`config.mk`:
```
export PLATFORM = sky130hd
export DESIGN_NAME = madd_error_monitor
export DESIGN_NICKNAME = d
export VERILOG_FILES = /design/src/rtl/madd_error_monitor.sv
export SDC_FILE = /design/constraint.sdc
export NUM_CORES = 1
export LEC_CHECK = 0
export CAP_MARGIN = 5
export CORE_UTILIZATION = 43
export DETAILED_ROUTE_END_ITERATION = 10
export DONT_BUFFER_PORTS = 1
export SLEW_MARGIN = 20
export SYNTH_ARGS = -nofsm -noshare
export SYNTH_HDL_FRONTEND = slang
export SYNTH_SLANG_ARGS = --single-unit
```
`constraint.sdc`:
```
create_clock -name clk -period 5.8 [get_ports clk]
set_clock_uncertainty 0.2 [all_clocks]
set_input_delay 1.16 -clock clk [delete_from_list [all_inputs] [get_ports clk]]
set_output_delay 1.16 -clock clk [all_outputs]
set_load 0.05 [all_outputs]
```
`src/rtl/madd_error_monitor.sv`:
```
// rtl/madd_error_monitor.sv - exhaustive error monitor for an approximate a*b+c netlist
module madd_error_monitor #(
  parameter int ET     = 2,
  parameter int SETTLE = 1
) (
  input  logic       clk,
  input  logic       rst,
  input  logic       start,
  input  logic       abort,
  output logic [5:0] approx_in,
  input  logic [3:0] approx_out,
  output logic       busy,
  output logic       done,
  output logic       pass,
  output logic [3:0] max_err,
  output logic [6:0] err_count,
  output logic [9:0] sum_err,
  output logic [5:0] first_fail_vec,
  output logic       first_fail_valid
);

  localparam logic [1:0] S_IDLE   = 2'd0;
  localparam logic [1:0] S_DRIVE  = 2'd1;
  localparam logic [1:0] S_SAMPLE = 2'd2;
  localparam logic [1:0] S_DONE   = 2'd3;

  localparam logic [3:0] SETTLE_L = SETTLE[3:0];
  localparam logic [3:0] ET_L     = ET[3:0];
  // With no settle time every vector is sampled in the cycle it is driven.
  localparam logic [1:0] S_FIRST  = (SETTLE == 0) ? S_SAMPLE : S_DRIVE;

  logic [1:0] r_state;
  logic [3:0] r_settle;
  logic [5:0] r_in;
  logic       r_busy;
  logic       r_done;
  logic       r_pass;
  logic [3:0] r_max;
  logic [6:0] r_cnt;
  logic [9:0] r_sum;
  logic [5:0] r_ff_vec;
  logic       r_ff_valid;

  logic [3:0] w_a;
  logic [3:0] w_b;
  logic [3:0] w_c;
  logic [3:0] w_exact;
  logic [3:0] w_err;
  logic       w_nz;
  logic [3:0] w_max_next;
  logic [9:0] w_sum_next;
  logic [6:0] w_cnt_next;
  logic       w_last;

  // Reference result and absolute error for the vector currently on approx_in.
  always_comb begin
    w_a        = {2'b00, r_in[1:0]};
    w_b        = {2'b00, r_in[3:2]};
    w_c        = {2'b00, r_in[5:4]};
    w_exact    = (w_a * w_b) + w_c;
    w_err      = (w_exact >= approx_out) ? (w_exact - approx_out) : (approx_out - w_exact);
    w_nz       = (w_err != 4'd0);
    w_max_next = (w_err > r_max) ? w_err : r_max;
    w_sum_next = r_sum + {6'b000000, w_err};
    w_cnt_next = r_cnt + {6'b000000, w_nz};
    w_last     = (r_in == 6'd63);
  end

  // Sweep sequencer and statistics accumulation.
  always_ff @(posedge clk or posedge rst) begin
    if (rst) begin
      r_state    <= S_IDLE;
      r_settle   <= 4'd0;
      r_in       <= 6'd0;
      r_busy     <= 1'b0;
      r_done     <= 1'b0;
      r_pass     <= 1'b0;
      r_max      <= 4'd0;
      r_cnt      <= 7'd0;
      r_sum      <= 10'd0;
      r_ff_vec   <= 6'd0;
      r_ff_valid <= 1'b0;
    end else begin
      r_done <= 1'b0;
      case (r_state)
        S_IDLE, S_DONE: begin
          if (start) begin
            r_max      <= 4'd0;
            r_cnt      <= 7'd0;
            r_sum      <= 10'd0;
            r_ff_vec   <= 6'd0;
            r_ff_valid <= 1'b0;
            r_pass     <= 1'b0;
            r_in       <= 6'd0;
            r_settle   <= SETTLE_L;
            r_busy     <= 1'b1;
            r_state    <= S_FIRST;
          end
        end
        S_DRIVE: begin
          if (abort) begin
            r_state <= S_IDLE;
            r_busy  <= 1'b0;
            r_in    <= 6'd0;
            r_pass  <= 1'b0;
          end else begin
            r_settle <= r_settle - 4'd1;
            if (r_settle <= 4'd1) begin
              r_state <= S_SAMPLE;
            end
          end
        end
        S_SAMPLE: begin
          if (abort) begin
            // Statistics gathered so far are left untouched for debug.
            r_state <= S_IDLE;
            r_busy  <= 1'b0;
            r_in    <= 6'd0;
            r_pass  <= 1'b0;
          end else begin
            r_max <= w_max_next;
            r_sum <= w_sum_next;
            r_cnt <= w_cnt_next;
            if (w_nz && !r_ff_valid) begin
              r_ff_vec   <= r_in;
              r_ff_valid <= 1'b1;
            end
            if (w_last) begin
              r_state <= S_DONE;
              r_busy  <= 1'b0;
              r_done  <= 1'b1;
              r_pass  <= (w_max_next <= ET_L);
              r_in    <= 6'd0;
            end else begin
              r_in     <= r_in + 6'd1;
              r_settle <= SETTLE_L;
              r_state  <= S_FIRST;
            end
          end
        end
        default: begin
          r_state <= S_IDLE;
          r_busy  <= 1'b0;
          r_in    <= 6'd0;
        end
      endcase
    end
  end

  assign approx_in        = r_in;
  assign busy             = r_busy;
  assign done             = r_done;
  assign pass             = r_pass;
  assign max_err          = r_max;
  assign err_count        = r_cnt;
  assign sum_err          = r_sum;
  assign first_fail_vec   = r_ff_vec;
  assign first_fail_valid = r_ff_valid;

endmodule

```
==> impl_metrics.csv <==
group,metric,value,unit
synth,syn_area,3060,µm²
clock_network,clock_sinks,43,
die,pin_count,45,
synth,ys.flop_type,"dfrtp_1",
place,place_congestion,0.804,
timing,final_hold_viol_count,0,
layout,layout_commonest_cell,"dfrtp_1",
critical_path,end_kind,"register",
layout,nets,381,
drt,final_antenna_net_count,0,
pwr,p_leak,1.55,nW
global_route,grt.total_usage,20.7,%
synth,async_reset_ff_share,100,%
timing,worst_slew_pin_slew,0.821,ns
worst_hold_path,hold_end,"r_settle[3]$_DFFE_PP0P_",
drt,initialDrtViolationCount,96,
timing,tns,0,ns
pwr,peakVddDrop,0.000180,V
clock_network,clockBufferDepth,2,
pwr,p_per_area,375,nW/µm²
clock_network,postCtsSetupBuffers,0,
critical_path,rr_endpoint,"max_err[3]$_DFFE_PP0P_",
global_route,antenna_found_initial,0,
synth,synth_seq_cells,43,
die,start_util,44.8,%
clock_network,cts_root_buf,"clkbuf_8",
place,place_hpwl,5220,µm
place,numPortBuffers,0,
worst_hold_path,hold_path.class,"reg2reg",
timing,fmax,0.197,GHz
synth,synth_edf_count,0,
critical_path,crit_type,"reg2reg",
critical_path,cp_slowest_cell,"fa_1",
critical_path,path_cells,"buf_4, inv_1, nor2_1, fa_1, ha_1, inv_1, fa_1, inv_1, ha_1, nand2_1, o21a_1, o2111ai_2, nand2_1, ha_1, and2_1, o21ai_0, a32oi_1, o22ai_1, a41o_1",
synth,yosysWarnings,0,
clock_network,cts_hold_buffers,0,
global_route,grt_pass1_vias,2436,
critical_path,reg2reg_from,"approx_in[3]$_DFFE_PP0P_",
critical_path,cp.arrival,5.09,ns
clock_network,cts_tree,"built",
timing,setup_viol,0,
synth,synth_cells,342,
die,num_rows,30,
die,dieHeight,86.3,µm
timing,rsz0062_at_grt,"false",
synth,synth_area_per_cell,8.94,µm²
die,core,6830,µm²
synth,ys_seq_area_share,35.2,%
critical_path,reg2reg_slack,0.72,ns
die,die_w,86.3,µm
drt,viasPerCell,5.57,
clock_network,clkSlewWorstSetupHoldPaths,0.09,ns
layout,syn_to_final_growth,7.28,%
place,dp_cells,432,
critical_path,critical_path.max_stage_delay,0.51,ns
clock_network,cts-buffers-inserted,5,
layout,stdcell_count,440,
critical_path,worstRegToRegCells,19,
timing,period_share,87.6,%
timing,fin_crit,5.08,ns
critical_path,worstPathMaxFanout,9,
timing,drv_slew,0,
synth,syn-num-nets,380,
layout,layout_common_cells,"dfrtp_1, nand2_1, inv_1",
global_route,grt_max_degree,44,
run,maxCapViolCount,0,
outcome,status,"finished clean",
worst_hold_path,min_path_cells,1,
die,die_area,7450,µm²
drt,wl,7050,µm
layout,drive_gt1_share,7.85,%
synth,synth_top_cell_by_area,"dfrtp_1",
drt,drtPass1Iterations,5,
clock_network,clock_latency,0.31,ns
global_route,grt_pass1_wl,12100,µm
drt,vias,2449,
global_route,overflow,0,
clock_network,cts_resized,0,
critical_path,required,5.80,ns
synth,synthTopCellsByArea,"dfrtp_1, ha_1, nand2_1",
worst_hold_path,worstHoldStart,"r_settle[3]$_DFFE_PP0P_",
synth,synth.top_cell.area_share,35.2,%
drt,drcViolationCount,0,
clock_network,htreeDepth,2,
synth,ys_types,55,
critical_path,crit_path_start_kind,"register",
drt,post_drt_wl_per_cell,16.0,µm
timing,relSlewSlack,45.2,%
layout,diodes,0,
[worst max-delay path: cells and delay by family, from the launching register on]
kind            cells  cell delay [ns]
compound gates      6             1.54
fa+ha+maj           5             1.89
buf+inv             4             0.43
flops               1             0.36
simple gates        4             0.55
[stage by stage]
| step | hold slack (ns) | setup slack (ns) | cell area (µm²) | total power (W) | util (%) |
|---|---|---|---|---|---|
| after detailed placement | 0.283 | 0.805 | 3160 | 0.000981 | 46.3 |
| final | 0.299 | 0.718 | 3280 | 0.00123 | 48.0 |
| after global routing | 0.318 | 0.355 | 3280 | 0.00132 | 48.0 |
| after CTS | 0.295 | 0.778 | 3280 | 0.00124 | 48.0 |
| after global placement | 0.276 | 0.873 | 3160 | 0.000978 | 46.3 |
| after floorplan | 0.251 | 1.04 | 3060 | 0.000873 | - |
[cell usage after synthesis, types with 4 or more instances]
cell and number:
a41oi_1 6, dfrtp_1 43, nor2b_1 5, nand4_1 5
fa_1 5, a21oi_1 10, nor2_1 25, a41o_1 4
xnor2_1 5, nor3_1 9, nand3_1 11, inv_1 37
o21ai_0 20, ha_1 25, xor2_1 5, o211ai_1 5
and3_1 4, a31oi_1 4, nand2b_1 4, and2_1 7
nand2_1 42, mux2i_1 4, o41ai_2 6, clkbuf_1 9
[registers in the layout, indices dropped and copies added (netlist names)]
register          count
sum_err              10
err_count             7
approx_in             6
first_fail_vec        6
max_err               4
r_settle              4
r_state               2
busy                  1
done                  1
first_fail_valid      1
pass                  1
[power by group]
part	internal [W]	switching [W]	total, W
sequential	0.000345	0.000155	0.000500
combinational	0.000149	0.000326	0.000476
clock	0.000140	0.000115	0.000255
[final cells by class]
type	instances	area [µm²]
fill	679	3550
multi-input combinational	250	1780
sequential	43	1080
inverter	37	139
tap	96	120
clock buffer	6	82.6
timing repair buffer	6	45.0
clock inverter	2	35.0
[routing by layer]
layer	GRT usage (%)	share of wire (%)	wire length, µm	up-vias
li1	-	-	-	1211
met1	27.6	46	3270	1164
met2	33.1	45	3200	62
met3	4.95	6.1	431	12
met4	6.97	2.0	144	0
met5	0	0	0	-
[logic make-up (layout without fill, tap and decap cells)]
| group | after synthesis | after routing | share of synthesized area (%) |
|---|---|---|---|
| simple gates | 120 | 120 | 18.6 |
| compound gates | 83 | 83 | 20.8 |
| buf+inv | 49 | 51 | 6.51 |
| flops | 43 | 43 | 35.2 |
| fa+ha+maj | 30 | 30 | 13.5 |
| xor+xnor | 10 | 10 | 2.86 |
| mux | 7 | 7 | 2.54 |
[how the worst max path moves through the flow]
stage | start | endpoint | slack, ns | cells after the start
6_report | approx_in[3]$_DFFE_PP0P_ | max_err[3]$_DFFE_PP0P_ | 0.72 | 19
4_1_cts | approx_in[3]$_DFFE_PP0P_ | max_err[1]$_DFFE_PP0P_ | 0.78 | 19
5_1_grt | approx_in[3]$_DFFE_PP0P_ | max_err[3]$_DFFE_PP0P_ | 0.36 | 19
2_1_floorplan | approx_in[3]$_DFFE_PP0P_ | max_err[3]$_DFFE_PP0P_ | 1.04 | 19
3_3_place_gp | approx_in[3]$_DFFE_PP0P_ | max_err[1]$_DFFE_PP0P_ | 0.87 | 19
3_5_place_dp | approx_in[3]$_DFFE_PP0P_ | max_err[1]$_DFFE_PP0P_ | 0.80 | 19
Note: power is estimated with default switching activity, not from simulation.
